--- config.mk ---
export PLATFORM = sky130hd
export DESIGN_NAME = serial_add_ctrl
export DESIGN_NICKNAME = d
export VERILOG_FILES = /design/src/rtl/serial_add_ctrl.sv
export SDC_FILE = /design/constraint.sdc
export NUM_CORES = 1
export LEC_CHECK = 0
export BUFFER_PORTS_ARGS = -buffer_cell sky130_fd_sc_hd__clkbuf_2
export CAP_MARGIN = 20
export CORE_ASPECT_RATIO = 0.75
export CORE_MARGIN = 3
export CORE_UTILIZATION = 50
export DETAILED_ROUTE_END_ITERATION = 8
export PLACE_DENSITY_LB_ADDON = 0.05
export REMOVE_ABC_BUFFERS = 1
export SYNTH_ARGS = -nofsm -noshare
export SYNTH_HDL_FRONTEND = slang
export SYNTH_SLANG_ARGS = --single-unit
export TNS_END_PERCENT = 50
--- constraint.sdc ---
create_clock -name clk -period 1.41 [get_ports clk]
set_clock_uncertainty 0.1 [all_clocks]
set_input_delay 0.282 -clock clk [delete_from_list [all_inputs] [get_ports clk]]
set_output_delay 0.282 -clock clk [all_outputs]
set_load 0.02 [all_outputs]
--- src/rtl/serial_add_ctrl.sv ---
// Bit-serial adder controller: one full_adder cell reused over WIDTH cycles, LSB first.
// Optional SERIAL_ADD_SUB_EN adds a 'sub' port for a - b (cout=1 means no borrow).

module full_adder (
    input  logic a,
    input  logic b,
    input  logic ci,
    output logic sum_c,
    output logic carry_c
);
    assign sum_c   = a ^ b ^ ci;
    assign carry_c = (a & b) | (ci & (a ^ b));
endmodule

module serial_add_ctrl #(
    parameter int unsigned WIDTH = 8
) (
    input  logic             clk,
    input  logic             rst,
    input  logic             start,
    input  logic [WIDTH-1:0] a,
    input  logic [WIDTH-1:0] b,
    input  logic             cin,
`ifdef SERIAL_ADD_SUB_EN
    input  logic             sub,
`endif
    output logic             busy,
    output logic             done,
    output logic [WIDTH-1:0] sum,
    output logic             cout
);
    localparam int unsigned CW = $clog2(WIDTH) + 1;

    typedef enum logic [1:0] {
        IDLE = 2'd0,
        RUN  = 2'd1,
        DONE = 2'd2
    } state_t;

    state_t           state_q, state_d;
    logic [WIDTH-1:0] a_sh_q, a_sh_d;
    logic [WIDTH-1:0] b_sh_q, b_sh_d;
    logic [WIDTH-1:0] s_sh_q, s_sh_d;
    logic             carry_q, carry_d;
    logic [CW-1:0]    count_q, count_d;
    logic             busy_d, done_d, cout_d;
    logic [WIDTH-1:0] sum_d;

    logic             fa_s, fa_co;
    logic             load;
    logic [WIDTH-1:0] b_load;
    logic             carry_load;
    logic [WIDTH-1:0] s_shifted;

    full_adder u_fa (
        .a       (a_sh_q[0]),
        .b       (b_sh_q[0]),
        .ci      (carry_q),
        .sum_c   (fa_s),
        .carry_c (fa_co)
    );

    // Operand conditioning at load: subtraction is a + ~b + 1
`ifdef SERIAL_ADD_SUB_EN
    assign b_load     = sub ? ~b : b;
    assign carry_load = sub ? 1'b1 : cin;
`else
    assign b_load     = b;
    assign carry_load = cin;
`endif

    // New sum bit enters at the MSB end; written without slices so WIDTH=1 is legal
    assign s_shifted = (s_sh_q >> 1) | (WIDTH'(fa_s) << (WIDTH - 1));

    always_comb begin
        state_d = state_q;
        a_sh_d  = a_sh_q;
        b_sh_d  = b_sh_q;
        s_sh_d  = s_sh_q;
        carry_d = carry_q;
        count_d = count_q;
        busy_d  = busy;
        done_d  = 1'b0;
        sum_d   = sum;
        cout_d  = cout;
        load    = 1'b0;

        case (state_q)
            IDLE: begin
                if (start) load = 1'b1;
            end
            RUN: begin
                a_sh_d  = a_sh_q >> 1;
                b_sh_d  = b_sh_q >> 1;
                s_sh_d  = s_shifted;
                carry_d = fa_co;
                count_d = count_q + CW'(1);
                if (count_q == CW'(WIDTH - 1)) begin
                    state_d = DONE;
                    busy_d  = 1'b0;
                    done_d  = 1'b1;
                    sum_d   = s_shifted;
                    cout_d  = fa_co;
                end
            end
            DONE: begin
                if (start) load = 1'b1;
                else       state_d = IDLE;
            end
            default: begin
                state_d = IDLE;
                busy_d  = 1'b0;
            end
        endcase

        // Shared operand capture for IDLE and back-to-back DONE starts
        if (load) begin
            a_sh_d  = a;
            b_sh_d  = b_load;
            carry_d = carry_load;
            count_d = '0;
            state_d = RUN;
            busy_d  = 1'b1;
        end
    end

    always_ff @(posedge clk) begin
        if (rst) begin
            state_q <= IDLE;
            a_sh_q  <= '0;
            b_sh_q  <= '0;
            s_sh_q  <= '0;
            carry_q <= 1'b0;
            count_q <= '0;
            busy    <= 1'b0;
            done    <= 1'b0;
            sum     <= '0;
            cout    <= 1'b0;
        end else begin
            state_q <= state_d;
            a_sh_q  <= a_sh_d;
            b_sh_q  <= b_sh_d;
            s_sh_q  <= s_sh_d;
            carry_q <= carry_d;
            count_q <= count_d;
            busy    <= busy_d;
            done    <= done_d;
            sum     <= sum_d;
            cout    <= cout_d;
        end
    end

endmodule

==> results_tabular.tex <==
\begin{tabular}{lr}
\hline
Metric & Value \\
\hline
\multicolumn{2}{l}{\textbf{Outcome}} \\
\quad Run status & completed \\
\multicolumn{2}{l}{\textbf{Power}} \\
\quad Static Leak & just under 0.0008 uW \\
\quad Clk pwr share & 0.384 \\
\quad Sw power & approximately 580 uW \\
\quad Total power density per cell area & between 1000 and 1500 mW/mm\^{}2 \\
\quad Internal power component & around 1900 uW \\
\quad Proportion of power drawn by combinational gates & 0.117 \\
\quad Sw frac & 0.2332 \\
\quad Total chip power & between 2000 and 2500 uW \\
\quad Maximum VDD drop & 0.6829 mV \\
\quad Register share of total power & 0.499 \\
\multicolumn{2}{l}{\textbf{Worst setup path}} \\
\quad Launch point of the critical path & count\_q[1]\$\_SDFFE\_PP0P\_ \\
\quad FF-to-FF path depth & 4 \\
\quad Critical Path End Type & register \\
\quad Critical path capture point & busy\$\_SDFFE\_PP0P\_ \\
\quad Critical-path maximum fanout & 10 \\
\quad Number of logic stages on the critical path including buffering & 4 \\
\quad Startpoint-to-endpoint class of the critical path & reg -> reg \\
\quad Crit-path slowest cell & dfxtp\_1 \\
\quad Startpoint type of the worst setup path & register \\
\quad Capturing point of the worst reg2reg path & busy\$\_SDFFE\_PP0P\_ \\
\quad Register-to-register path setup slack & roughly 52 ps \\
\quad Cells along the critical path & ha\_1 -> and3b\_2 -> o21a\_1 -> nor3\_1 \\
\quad Worst path arrival time & 1470 ps \\
\quad Kind of cell adding the most delay to the critical path & simple AND/OR/NAND/NOR gates \\
\quad Number of buffers and inverters on the critical path & 0 \\
\quad Startpoint of the lowest-slack register-to-register path & count\_q[1]\$\_SDFFE\_PP0P\_ \\
\quad Delay of the slowest critical-path stage & between 300 and 400 ps \\
\quad Data required time at the worst endpoint & 1520 ps \\
\multicolumn{2}{l}{\textbf{Hold path}} \\
\quad Worst min path class & in -> reg \\
\multicolumn{2}{l}{\textbf{Floorplan}} \\
\quad Die width & between 70 and 80 um \\
\quad Die height & around 57 um \\
\quad CORE AREA & just over 0.003 mm\^{}2 \\
\quad I/O Pins & 31 \\
\quad Number of placement rows & 17 \\
\quad Initial core utilization & 0.5508 \\
\quad Die outline area & 0.004166 mm\^{}2 \\
\multicolumn{2}{l}{\textbf{Layout}} \\
\quad \# fillers & 265 \\
\quad Core utilization of the finished layout & 0.6579 \\
\quad Antenna diode instance count & 0 \\
\quad Post-Layout Inst Area & roughly 0.0020 mm\^{}2 \\
\quad Nets & between 200 and 300 \\
\quad Fraction of final layout cells sized beyond drive strength 1 & 0.2641 \\
\quad Area growth, synth to finish & 19.46\% \\
\quad Commonest cells after routing, fill and taps aside & nand2\_1, dfxtp\_1, clkbuf\_2, a21oi\_1, nor2\_1 \\
\quad Post-route non-filler standard cell count & roughly 270 \\
\quad Commonest non-fill, non-tap cell in the layout & nand2\_1 \\
\multicolumn{2}{l}{\textbf{Clock network}} \\
\quad Setup fix buffers added after clock tree synthesis & 0 \\
\quad H-tree depth reported by CTS & 2 \\
\quad Post-CTS clock slew at the launch and capture registers of the worst setup and hold paths & roughly 70 ps \\
\quad Clock tree buffer depth & 2 \\
\quad TritonCTS clock tree & built \\
\quad TritonCTS buffer count & 5 \\
\quad Master cell of the clock root buffer & clkbuf\_8 \\
\quad Skew-Pair Late Insertion Delay & approximately 280 ps \\
\quad Sinks on the clock net & 41 \\
\multicolumn{2}{l}{\textbf{Yosys}} \\
\quad Post-synth design cell area & around 0.0017 mm\^{}2 \\
\quad Share of the yosys chip area belonging to registers & 0.4799 \\
\quad Post-synthesis register bit count & 41 \\
\quad Average cell area after synthesis & between 8 and 9 um\^{}2 \\
\quad Cell count after synthesis & roughly 200 \\
\quad Count of cell types in the netlist & 27 \\
\quad Ys Warns & 0 \\
\multicolumn{2}{l}{\textbf{GRT}} \\
\quad Pin count of the biggest net entering global routing & 36 \\
\quad First-pass GRT wire length & 6292 um \\
\quad Tot GR Track Use & 0.1968 \\
\quad Overall overflow remaining after global route & 0 \\
\quad Number of global-route vias before repair & around 1,400 \\
\quad Antenna violations before repair & 0 \\
\multicolumn{2}{l}{\textbf{Place}} \\
\quad Number of placed cells counting well taps & approximately 260 \\
\quad GP Congestion & between 0.8 and 0.9 \\
\quad Dpl hpwl & 2575 um \\
\quad Number of buffers inserted by port buffering & 30 \\
\quad Post-Place Cell Area & about 0.0019 mm\^{}2 \\
\quad Post-place setup slack & approximately 23 ps \\
\multicolumn{2}{l}{\textbf{Timing}} \\
\quad Tightest Pin Transition & between 300 and 400 ps \\
\quad Final period utilization & 0.9631 \\
\quad Maximum clock rate & 736.4 MHz \\
\quad Slew HR & 0.7880 \\
\quad Final Hold Violating Endpoints & 0 \\
\quad Post-layout min period & 1358 ps \\
\quad Final count of pins violating max slew & 0 \\
\quad Number of failing setup endpoints in the final timing report & 0 \\
\quad Final critical-path setup slack & 52.10 ps \\
\multicolumn{2}{l}{\textbf{Route}} \\
\quad Number of nets with antenna violations after detailed routing & 0 \\
\quad Drt initial violations & 84 \\
\quad Number of iterations in the first detailed-routing pass & 4 \\
\quad Routed vias/inst & 5.439 \\
\quad Routed via count & 1,463 \\
\quad Routed WL & between 3000 and 4000 um \\
\quad Wirelength per Cell & around 14 um \\
\quad Residual DRC & 0 \\
\multicolumn{2}{l}{\textbf{Job}} \\
\quad Maximum capacitance violations & 0 \\
\hline
\end{tabular}
-- per-layer routing --
| metal | vias up | wire length (um) | part of all wire | track usage |
|---|---|---|---|---|
| li1 | 745 | - | - | - |
| met1 | 686 | 1744 | 0.47 | 0.2519 |
| met2 | 30 | 1753 | 0.47 | 0.3056 |
| met3 | 2 | 178 | 0.048 | 0.07692 |
| met4 | 0 | 19 | 0.0051 | 0.05426 |
| met5 | - | 0 | 0 | 0 |
-- final cells by class --
class                      count  area [um^2]  area share
clock buffer                   7        86.33     0.04225
clock inverter                 1        30.03     0.01470
multi-input combinational    140        792.0      0.3876
sequential                    41        822.0      0.4023
tap                           38        47.55     0.02327
timing repair buffer          42        265.3      0.1298
-- cell families after synthesis --
logic type	count (synthesis)	share of synthesized area
flip-flops	41	0.4799
XOR/XNOR	2	0.01024
adder cells (fa/ha/maj)	2	0.01902
AND/OR/NAND/NOR	88	0.2217
multiplexers	1	0.005852
buffers and inverters	17	0.05925
AO/OA/AOI/OAI	47	0.2041
-- Yosys cell counts --
library cell / instances / area (um^2)
nand2_1: 45 / 168.9
dfxtp_1: 41 / 820.8
a21oi_1: 21 / 105.1
nor2_1: 18 / 67.56
nand3_1: 12 / 60.06
o21ai_0: 10 / 50.05
a311oi_2: 9 / 135.1
buf_2: 9 / 45.04
a311oi_1: 5 / 43.79
nor3_1: 4 / 20.02
buf_4: 3 / 22.52
nand2b_1: 3 / 18.77
buf_6: 2 / 22.52
clkbuf_1: 2 / 7.510
nand3b_1: 2 / 15.01
a22oi_1: 1 / 7.510
and2b_1: 1 / 7.510
and3b_1: 1 / 8.760
buf_1: 1 / 3.750
fa_1: 1 / 20.02
ha_1: 1 / 12.51
mux2i_1: 1 / 10.01
nor2b_1: 1 / 6.260
o21a_1: 1 / 7.510
or3_1: 1 / 6.260
xnor2_1: 1 / 8.760
xor2_1: 1 / 8.760
-- state kept, by name, summed over array words and instances, names as in the netlist --
signal,cells
a_sh_q,8
b_sh_q,8
sum,8
s_sh_q,7
count_q,4
state_q,2
busy,1
carry_q,1
cout,1
done,1
-- power by group through the flow --
stage,sequential (uW),combinational (uW),clock [uW]
detailed placement,1270,290,0
finish,1240,291,958
global placement,1270,278,0
global route,1250,324,1030
CTS,1240,292,979
floorplan,1260,155,0
-- stage by stage --
stage	TNS (ps)	hold WS, ps
detailed placement	0	365.0
global placement	0	343.7
global route	-4.663	125.3
floorplan	-5234	249.9
finish	0	135.3
CTS	0	128.3
-- worst register-to-register path: cells and delay by family (launching register included) --
kind / cells / cell delay, ps
fa+ha+maj: 1 / 210
flops: 1 / 330
compound gates: 1 / 190
simple gates: 2 / 440
-- how the worst min path moves through the flow --
| stage | start | end | slack [ps] | cells after the start |
|---|---|---|---|---|
| 3_5_place_dp | s_sh_q[1]$_SDFFE_PP0P_ | sum[0]$_SDFFE_PP0P_ | 370 | 2 |
| 4_1_cts | a[7] | a_sh_q[7]$_SDFFE_PP0P_ | 130 | 3 |
| 2_1_floorplan | rst | a_sh_q[1]$_SDFFE_PP0P_ | 250 | 1 |
| 5_1_grt | a[7] | a_sh_q[7]$_SDFFE_PP0P_ | 130 | 3 |
| 6_report | a[7] | a_sh_q[7]$_SDFFE_PP0P_ | 140 | 3 |
| 3_3_place_gp | s_sh_q[1]$_SDFFE_PP0P_ | s_sh_q[1]$_SDFFE_PP0P_ | 340 | 2 |
-- timing repair --
| item | CTS | global route |
|---|---|---|
| gates resized for setup | 0 | 5 |
| hold buffers | 0 | 0 |
| endpoints found under the setup margin | 0 | 22 |
Note: power is estimated with default switching activity, not from simulation.
